<file path="config.mk">
export PLATFORM = sky130hd
export DESIGN_NAME = mips_multicycle_ctrl_flat
export DESIGN_NICKNAME = d
export VERILOG_FILES = /design/src/rtl/mips_multicycle_ctrl_if.sv /design/src/rtl/mips_multicycle_ctrl.sv /design/src/flat_wrapper.sv
export SDC_FILE = /design/constraint.sdc
export NUM_CORES = 1
export LEC_CHECK = 0
export CAP_MARGIN = 20
export CORE_UTILIZATION = 30
export DETAILED_ROUTE_END_ITERATION = 16
export SETUP_SLACK_MARGIN = 0.05
export SYNTH_ARGS = -nofsm -noshare
export SYNTH_HDL_FRONTEND = slang
export SYNTH_SLANG_ARGS = --single-unit
</file>
<file path="constraint.sdc">
create_clock -name clk -period 2.1 [get_ports clk]
set_clock_uncertainty 0.1 [all_clocks]
set_input_delay 0.315 -clock clk [delete_from_list [all_inputs] [get_ports clk]]
set_output_delay 0.315 -clock clk [all_outputs]
set_load 0.01 [all_outputs]
</file>
<file path="src/rtl/mips_multicycle_ctrl_if.sv">
// ---------------------------------------------------------------------------
// mips_multicycle_ctrl_if
// Bundles the signals between the multicycle control FSM and the MIPS-lite
// datapath / memories.
//   Datapath -> control : opcode, funct, zero, imem_ready, dmem_ready
//   Control -> datapath : SIG_PC_W, SIG_IR_W, SIG_RF_W, SIG_DM_W, SIG_DM_R,
//                         SIG_REG_DST, SIG_MEM_TO_REG, SIG_ALU_SRC,
//                         SIG_ALU_OP, SIG_EXT_OP, SIG_NPC_SEL
// modport master : the control FSM (drives the strobes and selects)
// modport slave  : the datapath side (drives instruction fields and readies)
// ---------------------------------------------------------------------------
interface mips_multicycle_ctrl_if;
  logic [5:0] opcode;
  logic [5:0] funct;
  logic       zero;
  logic       imem_ready;
  logic       dmem_ready;

  logic       SIG_PC_W;
  logic       SIG_IR_W;
  logic       SIG_RF_W;
  logic       SIG_DM_W;
  logic       SIG_DM_R;
  logic [1:0] SIG_REG_DST;
  logic [1:0] SIG_MEM_TO_REG;
  logic       SIG_ALU_SRC;
  logic [2:0] SIG_ALU_OP;
  logic [1:0] SIG_EXT_OP;
  logic [1:0] SIG_NPC_SEL;

  modport master (
    input  opcode, funct, zero, imem_ready, dmem_ready,
    output SIG_PC_W, SIG_IR_W, SIG_RF_W, SIG_DM_W, SIG_DM_R,
           SIG_REG_DST, SIG_MEM_TO_REG, SIG_ALU_SRC, SIG_ALU_OP,
           SIG_EXT_OP, SIG_NPC_SEL
  );

  modport slave (
    output opcode, funct, zero, imem_ready, dmem_ready,
    input  SIG_PC_W, SIG_IR_W, SIG_RF_W, SIG_DM_W, SIG_DM_R,
           SIG_REG_DST, SIG_MEM_TO_REG, SIG_ALU_SRC, SIG_ALU_OP,
           SIG_EXT_OP, SIG_NPC_SEL
  );
endinterface

</file>
<file path="src/rtl/mips_multicycle_ctrl.sv">
// ---------------------------------------------------------------------------
// mips_multicycle_ctrl
// Multicycle control FSM for the MIPS-lite datapath. Sequences
// FETCH -> DECODE -> EXEC -> MEM -> WB, drives the datapath write strobes and
// mux selects, waits on instruction/data memory ready, and counts retired
// legal instructions.
// Ports:
//   clk      : system clock, rising edge
//   rst      : synchronous active-high reset
//   bus      : control/datapath signal bundle (master side)
//   illegal  : one-cycle pulse in DECODE on an undecodable instruction
//   state    : current FSM state (FETCH 000 .. WB 100)
//   retired  : count of completed legal instructions, wraps
// ---------------------------------------------------------------------------
module mips_multicycle_ctrl #(
  parameter int CNT_W = 32
) (
  input  logic                      clk,
  input  logic                      rst,
  mips_multicycle_ctrl_if.master    bus,
  output logic                      illegal,
  output logic [2:0]                state,
  output logic [CNT_W-1:0]          retired
);

  typedef enum logic [2:0] {
    FETCH  = 3'b000,
    DECODE = 3'b001,
    EXEC   = 3'b010,
    MEM    = 3'b011,
    WB     = 3'b100
  } state_t;

  state_t cur_state;
  state_t next_state;
  logic   retire;

  // Instruction decode from the IR fields
  logic is_addu, is_subu, is_rtype, is_ori, is_lui;
  logic is_lw, is_sw, is_beq, is_j, is_jal, is_legal;

  assign is_addu  = (bus.opcode == 6'b000000) && (bus.funct == 6'b100001);
  assign is_subu  = (bus.opcode == 6'b000000) && (bus.funct == 6'b100011);
  assign is_rtype = is_addu || is_subu;
  assign is_ori   = (bus.opcode == 6'b001101);
  assign is_lui   = (bus.opcode == 6'b001111);
  assign is_lw    = (bus.opcode == 6'b100011);
  assign is_sw    = (bus.opcode == 6'b101011);
  assign is_beq   = (bus.opcode == 6'b000100);
  assign is_j     = (bus.opcode == 6'b000010);
  assign is_jal   = (bus.opcode == 6'b000011);
  assign is_legal = is_rtype || is_ori || is_lui || is_lw || is_sw ||
                    is_beq || is_j || is_jal;

  // ALU operand configuration chosen in EXEC; it is held through MEM and WB
  // so the datapath keeps computing the same address/result.
  logic       alu_src_x;
  logic [2:0] alu_op_x;
  logic [1:0] ext_op_x;

  always_comb begin
    alu_src_x = 1'b0;
    alu_op_x  = 3'b000;
    ext_op_x  = 2'b00;
    if (is_subu) begin
      alu_op_x = 3'b001;
    end else if (is_ori) begin
      alu_src_x = 1'b1;
      alu_op_x  = 3'b010;
      ext_op_x  = 2'b00;
    end else if (is_lui) begin
      alu_src_x = 1'b1;
      alu_op_x  = 3'b011;
      ext_op_x  = 2'b10;
    end else if (is_lw || is_sw) begin
      alu_src_x = 1'b1;
      alu_op_x  = 3'b000;
      ext_op_x  = 2'b01;
    end else if (is_beq) begin
      alu_op_x  = 3'b001;
      ext_op_x  = 2'b01;
    end
  end

  // Next-state and output decode. Reset overrides every strobe and select
  // combinationally so a store in flight is dropped in the same cycle.
  logic       pc_w, ir_w, rf_w, dm_w, dm_r, ill;
  logic [1:0] reg_dst, mem_to_reg, ext_op, npc_sel;
  logic       alu_src;
  logic [2:0] alu_op;

  always_comb begin
    next_state = FETCH;
    retire     = 1'b0;
    pc_w       = 1'b0;
    ir_w       = 1'b0;
    rf_w       = 1'b0;
    dm_w       = 1'b0;
    dm_r       = 1'b0;
    ill        = 1'b0;
    reg_dst    = 2'b00;
    mem_to_reg = 2'b00;
    alu_src    = 1'b0;
    alu_op     = 3'b000;
    ext_op     = 2'b00;
    npc_sel    = 2'b00;

    case (cur_state)
      FETCH: begin
        if (bus.imem_ready) begin
          ir_w       = 1'b1;
          pc_w       = 1'b1;
          next_state = DECODE;
        end else begin
          next_state = FETCH;
        end
      end

      DECODE: begin
        if (is_j || is_jal) begin
          pc_w    = 1'b1;
          npc_sel = 2'b10;
          retire  = 1'b1;
          if (is_jal) begin
            rf_w       = 1'b1;
            reg_dst    = 2'b10;
            mem_to_reg = 2'b10;
          end
          next_state = FETCH;
        end else if (!is_legal) begin
          // PC was already advanced in FETCH, so just drop the instruction
          ill        = 1'b1;
          next_state = FETCH;
        end else begin
          next_state = EXEC;
        end
      end

      EXEC: begin
        alu_src = alu_src_x;
        alu_op  = alu_op_x;
        ext_op  = ext_op_x;
        if (is_beq) begin
          npc_sel    = 2'b01;
          pc_w       = bus.zero;
          retire     = 1'b1;
          next_state = FETCH;
        end else if (is_lw || is_sw) begin
          next_state = MEM;
        end else if (is_legal) begin
          next_state = WB;
        end else begin
          next_state = FETCH;
        end
      end

      MEM: begin
        alu_src = alu_src_x;
        alu_op  = alu_op_x;
        ext_op  = ext_op_x;
        if (is_lw) begin
          dm_r       = 1'b1;
          next_state = bus.dmem_ready ? WB : MEM;
        end else if (is_sw) begin
          dm_w = 1'b1;
          if (bus.dmem_ready) begin
            retire     = 1'b1;
            next_state = FETCH;
          end else begin
            next_state = MEM;
          end
        end else begin
          next_state = FETCH;
        end
      end

      WB: begin
        alu_src    = alu_src_x;
        alu_op     = alu_op_x;
        ext_op     = ext_op_x;
        rf_w       = 1'b1;
        reg_dst    = is_rtype ? 2'b01 : 2'b00;
        mem_to_reg = is_lw ? 2'b01 : 2'b00;
        retire     = 1'b1;
        next_state = FETCH;
      end

      default: begin
        next_state = FETCH;
      end
    endcase

    if (rst) begin
      retire     = 1'b0;
      pc_w       = 1'b0;
      ir_w       = 1'b0;
      rf_w       = 1'b0;
      dm_w       = 1'b0;
      dm_r       = 1'b0;
      ill        = 1'b0;
      reg_dst    = 2'b00;
      mem_to_reg = 2'b00;
      alu_src    = 1'b0;
      alu_op     = 3'b000;
      ext_op     = 2'b00;
      npc_sel    = 2'b00;
    end
  end

  // State register and retired-instruction counter
  always_ff @(posedge clk) begin
    if (rst) begin
      cur_state <= FETCH;
      retired   <= '0;
    end else begin
      cur_state <= next_state;
      if (retire) begin
        retired <= retired + CNT_W'(1);
      end
    end
  end

  assign state              = cur_state;
  assign illegal            = ill;
  assign bus.SIG_PC_W       = pc_w;
  assign bus.SIG_IR_W       = ir_w;
  assign bus.SIG_RF_W       = rf_w;
  assign bus.SIG_DM_W       = dm_w;
  assign bus.SIG_DM_R       = dm_r;
  assign bus.SIG_REG_DST    = reg_dst;
  assign bus.SIG_MEM_TO_REG = mem_to_reg;
  assign bus.SIG_ALU_SRC    = alu_src;
  assign bus.SIG_ALU_OP     = alu_op;
  assign bus.SIG_EXT_OP     = ext_op;
  assign bus.SIG_NPC_SEL    = npc_sel;

endmodule

</file>
<file path="src/flat_wrapper.sv">
// flat-port wrapper written by rule: the top's interface ports become plain ports
module mips_multicycle_ctrl_flat 
#(
  parameter int CNT_W = 32
)
  (clk, rst, illegal, state, retired, bus_opcode, bus_funct, bus_zero, bus_imem_ready, bus_dmem_ready, bus_SIG_PC_W, bus_SIG_IR_W, bus_SIG_RF_W, bus_SIG_DM_W, bus_SIG_DM_R, bus_SIG_REG_DST, bus_SIG_MEM_TO_REG, bus_SIG_ALU_SRC, bus_SIG_ALU_OP, bus_SIG_EXT_OP, bus_SIG_NPC_SEL);
  mips_multicycle_ctrl_if bus_i ();
  input  logic clk;
  input  logic rst;
  output logic illegal;
  output logic [2:0] state;
  output logic [CNT_W-1:0] retired;
  input wire logic [$bits(bus_i.opcode)-1:0] bus_opcode;
  input wire logic [$bits(bus_i.funct)-1:0] bus_funct;
  input wire logic [$bits(bus_i.zero)-1:0] bus_zero;
  input wire logic [$bits(bus_i.imem_ready)-1:0] bus_imem_ready;
  input wire logic [$bits(bus_i.dmem_ready)-1:0] bus_dmem_ready;
  output wire logic [$bits(bus_i.SIG_PC_W)-1:0] bus_SIG_PC_W;
  output wire logic [$bits(bus_i.SIG_IR_W)-1:0] bus_SIG_IR_W;
  output wire logic [$bits(bus_i.SIG_RF_W)-1:0] bus_SIG_RF_W;
  output wire logic [$bits(bus_i.SIG_DM_W)-1:0] bus_SIG_DM_W;
  output wire logic [$bits(bus_i.SIG_DM_R)-1:0] bus_SIG_DM_R;
  output wire logic [$bits(bus_i.SIG_REG_DST)-1:0] bus_SIG_REG_DST;
  output wire logic [$bits(bus_i.SIG_MEM_TO_REG)-1:0] bus_SIG_MEM_TO_REG;
  output wire logic [$bits(bus_i.SIG_ALU_SRC)-1:0] bus_SIG_ALU_SRC;
  output wire logic [$bits(bus_i.SIG_ALU_OP)-1:0] bus_SIG_ALU_OP;
  output wire logic [$bits(bus_i.SIG_EXT_OP)-1:0] bus_SIG_EXT_OP;
  output wire logic [$bits(bus_i.SIG_NPC_SEL)-1:0] bus_SIG_NPC_SEL;
  assign bus_i.opcode = bus_opcode;
  assign bus_i.funct = bus_funct;
  assign bus_i.zero = bus_zero;
  assign bus_i.imem_ready = bus_imem_ready;
  assign bus_i.dmem_ready = bus_dmem_ready;
  assign bus_SIG_PC_W = bus_i.SIG_PC_W;
  assign bus_SIG_IR_W = bus_i.SIG_IR_W;
  assign bus_SIG_RF_W = bus_i.SIG_RF_W;
  assign bus_SIG_DM_W = bus_i.SIG_DM_W;
  assign bus_SIG_DM_R = bus_i.SIG_DM_R;
  assign bus_SIG_REG_DST = bus_i.SIG_REG_DST;
  assign bus_SIG_MEM_TO_REG = bus_i.SIG_MEM_TO_REG;
  assign bus_SIG_ALU_SRC = bus_i.SIG_ALU_SRC;
  assign bus_SIG_ALU_OP = bus_i.SIG_ALU_OP;
  assign bus_SIG_EXT_OP = bus_i.SIG_EXT_OP;
  assign bus_SIG_NPC_SEL = bus_i.SIG_NPC_SEL;
  mips_multicycle_ctrl #(.CNT_W(CNT_W)) u_core (.clk(clk), .rst(rst), .bus(bus_i), .illegal(illegal), .state(state), .retired(retired));
endmodule
</file>
==> results of run 1 <==
## area by class of cell
class | count | area, µm² | share of cell area [%]
clock buffer | 5 | 68.8 | 1.53
clock inverter | 3 | 67.6 | 1.50
inverter | 5 | 18.8 | 0.417
multi-input combinational | 245 | 2100 | 46.6
sequential | 35 | 716 | 15.9
tap | 102 | 128 | 2.84
timing repair buffer | 159 | 1400 | 31.1
## sequential cells by signal, indices dropped and copies added (netlist names)
name and flops:
u_core.retired 32, u_core.state 3
## worst max-delay path, delay by kind of cell (launching register included)
kind            cells  cell delay, ns
mux                 1            0.33
compound gates      2            0.67
flops               1            0.37
buf+inv             2            0.31
simple gates        1            0.25
## kinds of logic (layout without fill, tap and decap cells)
group	Yosys count	in the layout	synth area share (%)
other	1	1	0.151
adders and majority gates	1	1	0.504
AOI/OAI and AO/OA	49	49	15.2
and+or+nand+nor	164	164	36.9
DFF	35	35	28.2
muxes	30	30	13.6
buffers and inverters	28	172	5.34
## layout by cell type, fill, tap and decap left out, types with 11 or more instances in the layout
| cell | netlist | final |
|---|---|---|
| sky130_fd_sc_hd__buf_4 | 2 | 77 |
| sky130_fd_sc_hd__nor2_1 | 46 | 44 |
| sky130_fd_sc_hd__clkdlybuf4s50_1 | 0 | 39 |
| sky130_fd_sc_hd__nor2b_1 | 31 | 29 |
| sky130_fd_sc_hd__dfxtp_1 | 35 | 29 |
| sky130_fd_sc_hd__nand3_1 | 17 | 15 |
| sky130_fd_sc_hd__nand2_1 | 17 | 15 |
| sky130_fd_sc_hd__buf_2 | 4 | 15 |
| sky130_fd_sc_hd__nand4_1 | 14 | 14 |
| sky130_fd_sc_hd__mux2_4 | 0 | 14 |
| sky130_fd_sc_hd__mux2_2 | 19 | 11 |
| sky130_fd_sc_hd__buf_6 | 2 | 11 |
## through the flow
step | setup WS, ns | total power, mW
detailed placement | -0.723 | 0.825
CTS | -0.00831 | 1.58
global placement | -0.656 | 0.824
floorplan | 0.0459 | 0.745
global route | -0.0973 | 1.66
finish | -0.0420 | 1.59
## final timing paths
check | start | end | slack, ns
min reg2reg | u_core.retired[1]$_SDFFE_PP0P_ | u_core.retired[1]$_SDFFE_PP0P_ | 0.43
min | rst | u_core.state[0]$_SDFF_PP0_ | 0.33
max reg2reg | u_core.state[1]$_SDFF_PP0_ | u_core.retired[13]$_SDFFE_PP0P_ | -0.04
max | u_core.state[1]$_SDFF_PP0_ | u_core.retired[13]$_SDFFE_PP0P_ | -0.04
## per-layer routing
layer | part of all wire [%] | vias to the layer above | track usage [%]
met2 | 50 | 51 | 28.6
met5 | 0 | - | 0
met3 | 3.7 | 8 | 3.37
li1 | - | 1398 | -
met1 | 46 | 1386 | 24.1
met4 | 0.70 | 0 | 3.59
## report_power, final
group	switching, mW	internal (mW)	leakage [nW]
combinational	0.0944	0.0935	1.43
clock	0.265	0.474	0.0644
sequential	0.00193	0.661	0.286
## timing repair
action,CTS,global route
setup endpoints to repair,47,41
pin swaps,10,34
cloned,0,4
gates resized for setup,104,102
setup buffers,11,12
==> metrics.txt, run 1 <==
# TYPE chip_impl_metric gauge
chip_impl_info{name="status",value="complete, but fails checks"} 1
chip_impl_info{name="violations",value="negative setup slack"} 1
chip_impl_metric{name="finalCriticalPeriod",unit="ns"} 2.14
chip_impl_metric{name="worst_path_largest_cell_delay",unit="ns"} 0.37
chip_impl_metric{name="first_pass_grt_wire_length",unit="µm"} 12300
chip_impl_metric{name="grt_overflow",unit=""} 0
chip_impl_metric{name="initial_core_util",unit="%"} 31.6
chip_impl_metric{name="net_count_after_synthesis",unit=""} 326
chip_impl_metric{name="clock_latency",unit="ns"} 0.29
chip_impl_metric{name="drt_first_iter_violations",unit=""} 141
chip_impl_metric{name="rows",unit=""} 32
chip_impl_metric{name="timing.reg2reg.worst_path_depth",unit=""} 6
chip_impl_metric{name="global_route_usage_sum",unit="%"} 17.6
chip_impl_metric{name="die-area",unit="mm²"} 0.00864
chip_impl_metric{name="estimated_wirelength_of_the_detail_placed_design",unit="µm"} 5420
chip_impl_metric{name="clock_sink_count",unit=""} 35
chip_impl_info{name="synthTopCellsByArea",value="sky130_fd_sc_hd__dfxtp_1 28%, sky130_fd_sc_hd__mux2_2 8.6%, sky130_fd_sc_hd__nor2b_1 7.8%, sky130_fd_sc_hd__nor2_1 7.0%, sky130_fd_sc_hd__mux2_1 5.0%"} 1
chip_impl_metric{name="number_of_antenna_violations_at_the_first_check_in_global_routing",unit=""} 0
chip_impl_metric{name="cp_max_fo",unit=""} 7
chip_impl_metric{name="fp.dieW",unit="µm"} 93.0
chip_impl_metric{name="min_path_cells",unit=""} 3
chip_impl_metric{name="drtAntennaViolNets",unit=""} 0
chip_impl_metric{name="filler_cell_count",unit=""} 693
chip_impl_metric{name="holdWs",unit="ns"} 0.333
chip_impl_metric{name="first_pass_iters",unit=""} 4
chip_impl_metric{name="drv.max_cap_violation_count",unit=""} 0
chip_impl_metric{name="drc",unit=""} 0
chip_impl_metric{name="die_span_in_y",unit="µm"} 93.0
chip_impl_info{name="most_frequent_cell_after_synthesis",value="sky130_fd_sc_hd__nor2_1"} 1
chip_impl_info{name="synth_commonest_cells",value="46 x sky130_fd_sc_hd__nor2_1, 35 x sky130_fd_sc_hd__dfxtp_1, 31 x sky130_fd_sc_hd__nor2b_1"} 1
chip_impl_metric{name="placed_area",unit="mm²"} 0.00368
chip_impl_metric{name="cts_buffers",unit=""} 5
chip_impl_metric{name="synthArstFlopShare",unit="%"} 0
chip_impl_metric{name="num_io_pins",unit=""} 70
chip_impl_metric{name="cts_max_path_buffers",unit=""} 2
chip_impl_metric{name="finished_cell_area",unit="mm²"} 0.00450
chip_impl_info{name="crit_path_start_kind",value="flop"} 1
chip_impl_metric{name="timing.critical_path.required",unit="ns"} 2.18
chip_impl_metric{name="place.port_buffers",unit=""} 68
chip_impl_info{name="timing_worst_setup_path_type",value="reg2reg"} 1
chip_impl_info{name="clk_root_buf",value="sky130_fd_sc_hd__clkbuf_8"} 1
chip_impl_metric{name="worstPathArrival",unit="ns"} 2.22
chip_impl_metric{name="yosys_warnings",unit=""} 0
chip_impl_metric{name="synthCells",unit=""} 308
chip_impl_metric{name="num_antenna_cells",unit=""} 0
chip_impl_info{name="rsz0062_at_grt",value="yes"} 1
chip_impl_metric{name="routabilityCongestion",unit=""} 0.866
chip_impl_metric{name="synth_edf_count",unit=""} 0
chip_impl_metric{name="final_hold_violating_endpoints",unit=""} 0
chip_impl_metric{name="totalWireLength",unit="µm"} 8750
chip_impl_info{name="ys.flop_type",value="sky130_fd_sc_hd__dfxtp_1"} 1
chip_impl_metric{name="grt_start_max_net_pins",unit=""} 40
chip_impl_metric{name="via_count_of_the_first_global_routing_pass",unit=""} 2603
chip_impl_metric{name="synth_sequential_area_ratio",unit="%"} 28.2
chip_impl_metric{name="timing_max_transition_violations_final",unit=""} 0
chip_impl_metric{name="syn_avg_cell_area",unit="µm²"} 8.06
chip_impl_metric{name="core_area",unit="mm²"} 0.00785
chip_impl_metric{name="avgViaCountPerCell",unit=""} 5.13
chip_impl_metric{name="cellPowerDensity",unit="mW/mm²"} 354
chip_impl_metric{name="p_leak",unit="nW"} 1.78
chip_impl_metric{name="syn-cell-area",unit="mm²"} 0.00248
chip_impl_metric{name="cts_max_level",unit=""} 2
chip_impl_metric{name="area_share_of_the_largest_cell_type_after_synthesis",unit="%"} 28.2
chip_impl_info{name="tritoncts",value="built"} 1
chip_impl_metric{name="vdd.ir_drop.worst",unit="V"} 0.000411
chip_impl_metric{name="final_min_period_over_clock_period",unit="%"} 102
chip_impl_metric{name="drive_gt1_share",unit="%"} 47.1
chip_impl_metric{name="fmax",unit="GHz"} 0.467
chip_impl_info{name="yosys.area.top_type",value="sky130_fd_sc_hd__dfxtp_1"} 1
chip_impl_metric{name="post_drt_wl_per_cell",unit="µm"} 15.8
chip_impl_metric{name="finalSetupTns",unit="ns"} -0.151
chip_impl_metric{name="area_growth_synth_to_finish",unit="%"} 81.1
chip_impl_metric{name="design.final.nets",unit=""} 469
chip_impl_metric{name="ys_seq_elements",unit=""} 35
chip_impl_metric{name="vias",unit=""} 2843
chip_impl_metric{name="setup_slack",unit="ns"} -0.0420
chip_impl_metric{name="placed_cells",unit=""} 519
chip_impl_metric{name="ys_types",unit=""} 47
chip_impl_metric{name="cts_hold_buf",unit=""} 0
chip_impl_info{name="cp_cell_sequence",value="buf_6 > nand4b_1 > a21o_4 > clkbuf_16 > a2111oi_4 > mux2_4"} 1
chip_impl_metric{name="finish.utilization",unit="%"} 57.3
chip_impl_metric{name="clk_pin_slew",unit="ns"} 0.08
chip_impl_metric{name="stdcell_count",unit=""} 554
chip_impl_info{name="cpMaxStageDelayCell",value="sky130_fd_sc_hd__dfxtp_4"} 1
chip_impl_metric{name="setup_viol",unit=""} 8
chip_impl_info{name="timing.critical_path.to_type",value="flop"} 1
chip_impl_info{name="min_path_type",value="in2reg"} 1
No activity file was read; power rests on OpenSTA's default activity.
==> run 2: changes to the inputs <==
CAP_MARGIN = unset   (was 20)
==> results of run 2 <==
Final layout, timing and power as in run 1 (identical DEF).
